===== src/rtl/pc_fetch_stage_if.sv =====
// ============================================================================
//  Module      : pc_fetch_stage_if
//  Description : Bundle between branch resolution / hazard unit / instruction
//                memory and the instruction-fetch stage.
//  Revision    : 1.0 - initial release
// ============================================================================
`default_nettype none

interface pc_fetch_stage_if;
    logic [1:0]  PCSrc;
    logic [31:0] PCNew;
    logic        Stall;
    logic [31:0] Instruction;
    logic [31:0] InstrAddr;
    logic [31:0] IFID_Instr;
    logic [31:0] IFID_PCPlus4;
    logic        IFID_Valid;
    logic        RedirectPending;
    logic        AlignErr;

    // Environment side: redirect/stall control and memory read data
    modport master (
        output PCSrc, PCNew, Stall, Instruction,
        input  InstrAddr, IFID_Instr, IFID_PCPlus4, IFID_Valid,
               RedirectPending, AlignErr
    );

    // Fetch stage side
    modport slave (
        input  PCSrc, PCNew, Stall, Instruction,
        output InstrAddr, IFID_Instr, IFID_PCPlus4, IFID_Valid,
               RedirectPending, AlignErr
    );
endinterface

`default_nettype wire


===== src/rtl/pc_fetch_stage.sv =====
// ============================================================================
//  Module      : pc_fetch_stage
//  Description : Instruction-fetch stage. Owns the PC, applies branch/jump
//                redirects (deferring them across hazard stalls), and loads
//                the IF/ID pipeline register, flushing wrong-path words.
//  Revision    : 1.0 - initial release
// ============================================================================
`default_nettype none

module pc_fetch_stage #(
    parameter logic [31:0] RESET_PC  = 32'h0000_0000,
    parameter logic [31:0] NOP_INSTR = 32'h0000_0000
) (
    input  wire logic         Clk,
    input  wire logic         Reset,
    pc_fetch_stage_if.slave   bus
);

    typedef enum logic [0:0] {
        ST_RUN  = 1'b0,
        ST_PEND = 1'b1
    } state_t;

    state_t      r_state;
    state_t      w_state_nxt;

    logic [31:0] r_pc;
    logic [31:0] r_pend;
    logic [31:0] r_ifid_instr;
    logic [31:0] r_ifid_pc4;
    logic        r_ifid_valid;
    logic        r_align_err;

    logic [31:0] w_pc_nxt;
    logic [31:0] w_pend_nxt;
    logic [31:0] w_ifid_instr_nxt;
    logic [31:0] w_ifid_pc4_nxt;
    logic        w_ifid_valid_nxt;
    logic        w_align_err_nxt;

    logic        w_redirect;
    logic [31:0] w_target;
    logic [31:0] w_pc_plus4;

    // Only PCSrc==1 redirects; the low target bits are dropped so fetch stays word aligned
    assign w_redirect = (bus.PCSrc == 2'b01);
    assign w_target   = {bus.PCNew[31:2], 2'b00};
    assign w_pc_plus4 = r_pc + 32'd4;

    // Next-state and next-datapath selection, highest-priority case first
    always_comb begin
        w_state_nxt      = r_state;
        w_pc_nxt         = r_pc;
        w_pend_nxt       = r_pend;
        w_ifid_instr_nxt = r_ifid_instr;
        w_ifid_pc4_nxt   = r_ifid_pc4;
        w_ifid_valid_nxt = r_ifid_valid;
        w_align_err_nxt  = r_align_err | (w_redirect & (bus.PCNew[1:0] != 2'b00));

        if (w_redirect && !bus.Stall) begin
            // Apply immediately; any older deferred target is obsolete
            w_pc_nxt         = w_target;
            w_pend_nxt       = 32'h0000_0000;
            w_ifid_instr_nxt = NOP_INSTR;
            w_ifid_valid_nxt = 1'b0;
            w_state_nxt      = ST_RUN;
        end else if (w_redirect) begin
            // Stalled: remember the newest target, flush even though stalled
            w_pend_nxt       = w_target;
            w_ifid_instr_nxt = NOP_INSTR;
            w_ifid_valid_nxt = 1'b0;
            w_state_nxt      = ST_PEND;
        end else if (r_state == ST_PEND) begin
            if (!bus.Stall) begin
                // Stall released: jump to the deferred target, current word is stale
                w_pc_nxt         = r_pend;
                w_ifid_instr_nxt = NOP_INSTR;
                w_ifid_valid_nxt = 1'b0;
                w_state_nxt      = ST_RUN;
            end
        end else if (!bus.Stall) begin
            // Sequential fetch
            w_pc_nxt         = w_pc_plus4;
            w_ifid_instr_nxt = bus.Instruction;
            w_ifid_pc4_nxt   = w_pc_plus4;
            w_ifid_valid_nxt = 1'b1;
        end
    end

    // State register
    always_ff @(posedge Clk or negedge Reset) begin
        if (!Reset) begin
            r_state <= ST_RUN;
        end else begin
            r_state <= w_state_nxt;
        end
    end

    // PC, deferred target, IF/ID register and sticky alignment flag
    always_ff @(posedge Clk or negedge Reset) begin
        if (!Reset) begin
            r_pc         <= RESET_PC;
            r_pend       <= 32'h0000_0000;
            r_ifid_instr <= NOP_INSTR;
            r_ifid_pc4   <= 32'h0000_0000;
            r_ifid_valid <= 1'b0;
            r_align_err  <= 1'b0;
        end else begin
            r_pc         <= w_pc_nxt;
            r_pend       <= w_pend_nxt;
            r_ifid_instr <= w_ifid_instr_nxt;
            r_ifid_pc4   <= w_ifid_pc4_nxt;
            r_ifid_valid <= w_ifid_valid_nxt;
            r_align_err  <= w_align_err_nxt;
        end
    end

    assign bus.InstrAddr       = r_pc;
    assign bus.IFID_Instr      = r_ifid_instr;
    assign bus.IFID_PCPlus4    = r_ifid_pc4;
    assign bus.IFID_Valid      = r_ifid_valid;
    assign bus.RedirectPending = (r_state == ST_PEND);
    assign bus.AlignErr        = r_align_err;

endmodule

`default_nettype wire


===== src/flat_wrapper.sv =====
// flat-port wrapper written by rule: the top's interface ports become plain ports
module pc_fetch_stage_flat 
#(
    parameter logic [31:0] RESET_PC  = 32'h0000_0000,
    parameter logic [31:0] NOP_INSTR = 32'h0000_0000
)
  (Clk, Reset, bus_PCSrc, bus_PCNew, bus_Stall, bus_Instruction, bus_InstrAddr, bus_IFID_Instr, bus_IFID_PCPlus4, bus_IFID_Valid, bus_RedirectPending, bus_AlignErr);
  pc_fetch_stage_if bus_i ();
  input  wire logic Clk;
  input  wire logic Reset;
  input wire logic [$bits(bus_i.PCSrc)-1:0] bus_PCSrc;
  input wire logic [$bits(bus_i.PCNew)-1:0] bus_PCNew;
  input wire logic [$bits(bus_i.Stall)-1:0] bus_Stall;
  input wire logic [$bits(bus_i.Instruction)-1:0] bus_Instruction;
  output wire logic [$bits(bus_i.InstrAddr)-1:0] bus_InstrAddr;
  output wire logic [$bits(bus_i.IFID_Instr)-1:0] bus_IFID_Instr;
  output wire logic [$bits(bus_i.IFID_PCPlus4)-1:0] bus_IFID_PCPlus4;
  output wire logic [$bits(bus_i.IFID_Valid)-1:0] bus_IFID_Valid;
  output wire logic [$bits(bus_i.RedirectPending)-1:0] bus_RedirectPending;
  output wire logic [$bits(bus_i.AlignErr)-1:0] bus_AlignErr;
  assign bus_i.PCSrc = bus_PCSrc;
  assign bus_i.PCNew = bus_PCNew;
  assign bus_i.Stall = bus_Stall;
  assign bus_i.Instruction = bus_Instruction;
  assign bus_InstrAddr = bus_i.InstrAddr;
  assign bus_IFID_Instr = bus_i.IFID_Instr;
  assign bus_IFID_PCPlus4 = bus_i.IFID_PCPlus4;
  assign bus_IFID_Valid = bus_i.IFID_Valid;
  assign bus_RedirectPending = bus_i.RedirectPending;
  assign bus_AlignErr = bus_i.AlignErr;
  pc_fetch_stage #(.RESET_PC(RESET_PC), .NOP_INSTR(NOP_INSTR)) u_core (.Clk(Clk), .Reset(Reset), .bus(bus_i));
endmodule

===== config.mk =====
export PLATFORM = sky130hd
export DESIGN_NAME = pc_fetch_stage_flat
export DESIGN_NICKNAME = d
export VERILOG_FILES = /design/src/rtl/pc_fetch_stage_if.sv /design/src/rtl/pc_fetch_stage.sv /design/src/flat_wrapper.sv
export SDC_FILE = /design/constraint.sdc
export NUM_CORES = 1
export LEC_CHECK = 0
export ABC_AREA = 1
export CAP_MARGIN = 20
export CORE_MARGIN = 2
export CORE_UTILIZATION = 49
export DETAILED_ROUTE_END_ITERATION = 10
export HOLD_SLACK_MARGIN = 0.08
export PLACE_DENSITY = 0.78
export SLEW_MARGIN = 20
export SYNTH_ARGS = -nofsm -noshare
export SYNTH_HDL_FRONTEND = slang
export SYNTH_SLANG_ARGS = --single-unit

===== constraint.sdc =====
create_clock -name Clk -period 1.9 [get_ports Clk]
set_clock_uncertainty 0.2 [all_clocks]
set_input_delay 0.285 -clock Clk [delete_from_list [all_inputs] [get_ports Clk]]
set_output_delay 0.285 -clock Clk [all_outputs]
set_load 0.02 [all_outputs]

==> impl_metrics.yaml, run 1 <==
status:
  status: "complete, no violations"
logic_synthesis:
  yosys.cell_types.count: 31
  synth_area_per_cell_sq_um: 8.37
  yosysSeqAreaShare_pct: 49.3
  yosys_register_bits: 125
  yosysWarnings: 0
  synth_area_sq_mm: 0.00634
  postSynthCellCount: 758
sta:
  max_slew_margin_pct: 55.7
  clock.fmax_ghz: 0.535
  hold_ws_ns: 0.242
  hold_violations: 0
  slew_violations: 0
  rsz0062_at_grt: "yes"
  setup-tns-final_ns: 0
  setup_viol: 0
  worst_pin_slew_ns: 0.664
  layout_min_cycle_time_ns: 1.87
  period_share_pct: 98.4
critical_path:
  worstSetupPathType: "flip-flop to output port"
  cpPeakStageDelay_ns: 0.62
  path_buf_inv: 1
  crit_start: "u_core.bus.IFID_Instr[25]"
  end_kind: "output port"
  critical_path_arrival_ns: 1.38
  worstPathRequired_ns: 1.41
  reg2reg_from: "u_core.bus.InstrAddr[2]"
  start_kind: "flip-flop"
  critPathSlowestCell: "clkdlybuf4s50_1"
  crit_family: "buffers and inverters"
  path_cells: "clkdlybuf4s50_1"
  crit_path_max_fanout: 2
finish:
  fin_util_pct: 72.0
  finalInstanceArea_sq_mm: 0.00909
  most-common-layout-cells: "nand2_1, dfrtp_1, clkdlybuf4s50_1"
  antennaDiodeCount: 0
  final_common_cell: "nand2_1"
  drive_above_1_share_pct: 13.8
  fin_nets: 1010
  area_growth_pct: 43.3
  nFillCells: 978
detailed_routing:
  antenna_left: 0
  totalWireLength_microns: 19100
  wl_per_cell_microns: 17.0
  viasPerCell: 5.39
  m1WireLength_microns: 8030
  firstDrtPassIters: 5
  drtIter0Drc: 585
  top_layer_used: "met4"
  wl_met3_microns: 1680
  wl_met2_microns: 9100
  drc_errors: 0
  num_vias: 6057
min_path:
  min_from: "bus_PCNew[31]"
  hold_path_class: "input pin to flip-flop"
clock_network:
  insertion_delay_ns: 0.41
  cts-root-buf: "clkbuf_16"
  clkSinkCount: 125
  numCtsBuffers: 17
  htree_levels: 4
  clk_pin_slew_ns: 0.06
  cts_buffer_depth: 2
  cts_tree: "done"
power:
  vdd_drop_max_mv: 0.761
  p_leak_nw: 4.63
  cellPowerDensity_mw_per_mm2: 1060
  total_power_mw: 9.68
grt:
  grt_max_degree: 126
  antenna_found_initial: 0
  grt_pass1_wl_microns: 31000
  grt_pass1_vias: 5985
  overflow: 0
  grt_usage_pct: 28.3
place:
  place_congestion: 0.885
  io_buffers: 163
  dpl_cell_area_sq_mm: 0.00840
  hpwlAfterDp_microns: 13400
die:
  die_w_microns: 118
  num_io_pins: 168
  num_rows: 41
  core_area_sq_mm: 0.0126
  floorplan.initialDensity_pct: 50.3
  die_height_microns: 118
  die_area_sq_mm: 0.0139
job:
  drv_cap: 0
==> sequential cells by signal (all words and copies together), names as in the netlist <==
register,cells
u_core.r_pend,30
u_core.bus.AlignErr,1
u_core.bus.IFID_Valid,1
u_core.bus.RedirectPending,1
u_core.bus.InstrAddr,30
u_core.bus.IFID_PCPlus4,30
u_core.bus.IFID_Instr,32
==> metrics by stage <==
stage          instances  setup WS [ns]
5_1_grt             1123        -0.0243
6_report            1123         0.0302
4_1_cts             1122       0.000932
3_5_place_dp        1091         -0.106
3_3_place_gp        1091        -0.0734
2_1_floorplan        761         0.0505
==> layout make-up <==
cell class	count	area [sq um]	area share [%]
multi-input combinational	515	2760	30.3
tap	172	215	2.37
timing repair buffer	205	2080	22.9
inverter	76	285	3.14
sequential	125	3140	34.5
clock inverter	12	171	1.89
clock buffer	18	439	4.83
==> tightest hold or removal path: stages <==
cell             delay [ns]
clkdlybuf4s50_1        0.39
inv_1                  0.07
o31ai_1                0.07
==> power by group <==
part           total [mW]  switching (mW)  leakage, nW  internal (mW)
registers            3.47           0.375         1.49           3.09
clock network        3.35            1.15        0.293           2.20
logic                2.85            1.65         2.85           1.21
==> per-layer routing <==
metal	vias to the layer above	track usage, %
met5	-	0
met4	0	9.41
met3	26	9.64
met2	285	43.8
met1	2907	37.4
li1	2839	-
==> cell usage after synthesis (all sizes together) <==
cell | count | share of area, %
buf | 25 | 2.1
o21a | 20 | 2.4
nand2 | 205 | 13
xnor2 | 1 | 0.14
inv | 76 | 4.5
o31ai | 1 | 0.12
conb | 1 | 0.059
ha | 1 | 0.20
clkbuf | 20 | 1.2
a22oi | 3 | 0.36
and2 | 1 | 0.099
dfrtp | 125 | 49
nand3 | 56 | 5.1
o21bai | 9 | 1.1
a21oi | 48 | 4.4
xor2 | 6 | 0.83
a32o | 32 | 5.1
a31oi | 8 | 0.79
nor2 | 79 | 6.5
o21ai | 41 | 3.2
==> logic make-up (layout without fill, tap and decap cells) <==
logic type | count (synthesis) | after routing | synth area share [%]
other | 1 | 4 | 0.0591
XOR/XNOR | 7 | 7 | 0.967
flip-flops | 125 | 125 | 49.3
adder cells (fa/ha/maj) | 1 | 1 | 0.197
AO/OA/AOI/OAI | 162 | 162 | 17.4
AND/OR/NAND/NOR | 341 | 341 | 24.3
buffers and inverters | 121 | 311 | 7.79
==> final timing paths <==
check	slack, ns	cells after the start	to
max	0.03	1	bus_IFID_Instr[25]
min	0.24	3	u_core.r_pend[31]
max reg2reg	0.06	10	u_core.bus.InstrAddr[28]
min reg2reg	0.28	2	u_core.bus.IFID_PCPlus4[7]
max in group asynchronous	0.66	3	u_core.bus.InstrAddr[16]
min in group asynchronous	0.32	3	u_core.bus.IFID_Instr[2]
==> repair_timing <==
action | CTS | global route
hold endpoints to repair | 125 | 0
resized for setup | 40 | 46
buffers inserted | 0 | 1
endpoints found under the setup margin | 40 | 45
hold buffers | 1 | 0
pin swaps | 0 | 3
No activity file was read; power rests on OpenSTA's default activity.
==> inputs of run 2 (changes only) <==
--- a/config.mk
+++ b/config.mk
@@ -7,7 +7,6 @@
 export LEC_CHECK = 0
 export ABC_AREA = 1
 export CAP_MARGIN = 20
-export CORE_MARGIN = 2
 export CORE_UTILIZATION = 49
 export DETAILED_ROUTE_END_ITERATION = 10
 export HOLD_SLACK_MARGIN = 0.08
==> constraint.sdc (replaced) <==
create_clock -name Clk -period 1.9 [get_ports Clk]
set_clock_uncertainty 0.2 [all_clocks]
set_input_delay 0.19 -clock Clk [delete_from_list [all_inputs] [get_ports Clk]]
set_output_delay 0.19 -clock Clk [all_outputs]
set_load 0.02 [all_outputs]
==> impl_metrics.yaml, run 2 (synthesis gave the netlist of run 1 again) <==
status:
  status: "complete, no violations"
critical_path:
  start_kind: "flip-flop"
  reg2reg_slack_ns: 0.08
  critical_path_arrival_ns: 1.47
  worstPathRequired_ns: 1.51
  reg2reg_depth: 7
  path_cells: "clkdlybuf4s50_1"
  path_buf_inv: 1
  reg2reg_from: "u_core.bus.InstrAddr[2]"
  cpPeakStageDelay_ns: 0.62
  end_kind: "output port"
  r2r-end: "u_core.bus.IFID_PCPlus4[8]"
  critPathSlowestCell: "clkdlybuf4s50_1"
  crit_path_max_fanout: 4
  crit_family: "buffers and inverters"
  worstSetupPathType: "flip-flop to output port"
finish:
  drive_above_1_share_pct: 13.7
  nFillCells: 965
  fin_util_pct: 71.9
  finalInstanceArea_sq_mm: 0.00907
  final_common_cell: "nand2_1"
  antennaDiodeCount: 0
  area_growth_pct: 43.1
  fin_nets: 1006
  largest_reg_flops: 32
  most-common-layout-cells: "nand2_1, clkdlybuf4s50_1, dfrtp_1"
place:
  place_congestion: 0.925
  place_ws_ns: -0.0470
  dpl_cell_area_sq_mm: 0.00839
  hpwlAfterDp_microns: 13200
  io_buffers: 163
power:
  p_leak_nw: 4.29
  total_power_mw: 9.72
  combPwrFrac_pct: 29.8
  p_switching_mw: 3.13
  seqPwrFrac_pct: 35.8
  vdd_drop_max_mv: 0.665
  p_clk_share_pct: 34.4
  p_int_mw: 6.59
  cellPowerDensity_mw_per_mm2: 1070
  netSwitchingFraction_pct: 32.2
grt:
  grt_pass1_vias: 6094
  antenna_found_initial: 0
  grt_pass1_wl_microns: 30000
  grt_max_degree: 59
  grt_usage_pct: 29.5
  overflow: 0
detailed_routing:
  viasPerCell: 5.41
  antenna_left: 0
  wl_met3_microns: 1640
  top_layer_used: "met4"
  wl_per_cell_microns: 16.5
  firstDrtPassIters: 5
  totalWireLength_microns: 18500
  num_vias: 6069
  m1WireLength_microns: 7680
  drtIter0Drc: 465
  wl_met2_microns: 8780
  drc_errors: 0
clock_network:
  numCtsBuffers: 17
  cts-root-buf: "clkbuf_16"
  insertion_delay_ns: 0.42
  cts_tree: "done"
  clk_pin_slew_ns: 0.05
  htree_levels: 4
  cts_buffer_depth: 2
  clkSinkCount: 125
sta:
  worst_slack_ns: 0.0391
  layout_min_cycle_time_ns: 1.86
  hold_violations: 0
  setup-tns-final_ns: 0
  clock.fmax_ghz: 0.537
  rsz0062_at_grt: "yes"
  slew_violations: 0
  setup_viol: 0
  period_share_pct: 97.9
die:
  floorplan.initialDensity_pct: 50.3
  die_height_microns: 116
  die_area_sq_mm: 0.0134
  num_io_pins: 168
  core_area_sq_mm: 0.0126
  die_w_microns: 116
  num_rows: 41
min_path:
  hold_path_class: "input pin to asynchronous set/reset pin"
job:
  drv_cap: 0
run 2: cell count changes in the layout (fill, tap and decap cells not counted), moves of 4 or more:
cell	before	now
clkbuf_8	1	5
buf_4	33	27
clkdlybuf4s50_1	92	135
clkbuf_1	0	4
dlymetal6s2s_1	30	8
dlygate4sd2_1	40	19
run 2: metrics by stage:
stage	instances	hold slack (ns)
after floorplan	761	-0.306
after global placement	1086	-0.0235
after detailed placement	1086	-0.00943
after CTS	1119	0.0870
after global routing	1121	0.123
final	1121	0.0813
run 2: metal layers:
metal  vias up  GRT usage, %
li1       2848             -
met1      2916          38.1
met2       278          45.8
met3        27          8.89
met4         0          13.1
met5         -             0
run 2: final cells by class:
type	count	area (sq um)	share of cell area [%]
clock inverters	6	105	1.16
repair buffers	201	2050	22.6
multi-input cells	515	2770	30.5
clock buffers	26	509	5.61
well taps	172	215	2.37
flip-flops and latches	125	3140	34.6
inverters	76	285	3.14
run 2: power by group through the flow:
stage          combinational [mW]  sequential [mW]  clock, mW
6_report                     2.90             3.48       3.35
5_1_grt                      3.16             3.52       3.51
4_1_cts                      2.88             3.46       3.39
3_5_place_dp                 2.91             3.50          0
3_3_place_gp                 2.85             3.48          0
2_1_floorplan                1.14             3.86          0
run 2: worst max-delay path by stage:
stage | start | to | cells past startpoint
floorplan | u_core.bus.InstrAddr[3] | u_core.bus.InstrAddr[26] | 10
global placement | bus_PCSrc[1] | u_core.bus.IFID_PCPlus4[8] | 8
detailed placement | bus_PCSrc[1] | u_core.bus.IFID_PCPlus4[6] | 8
CTS | u_core.bus.InstrAddr[6] | bus_InstrAddr[6] | 1
global route | u_core.bus.InstrAddr[2] | u_core.bus.InstrAddr[24] | 9
finish | u_core.bus.InstrAddr[14] | bus_InstrAddr[14] | 1
run 2: what timing repair did:
action                                  in CTS  in global routing
hold endpoints to repair                   125                  0
endpoints found under the setup margin      20                 31
hold buffers                                 1                  0
gates resized for setup                     20                 28
pin swaps                                    0                  3
buffers inserted                             0                  2
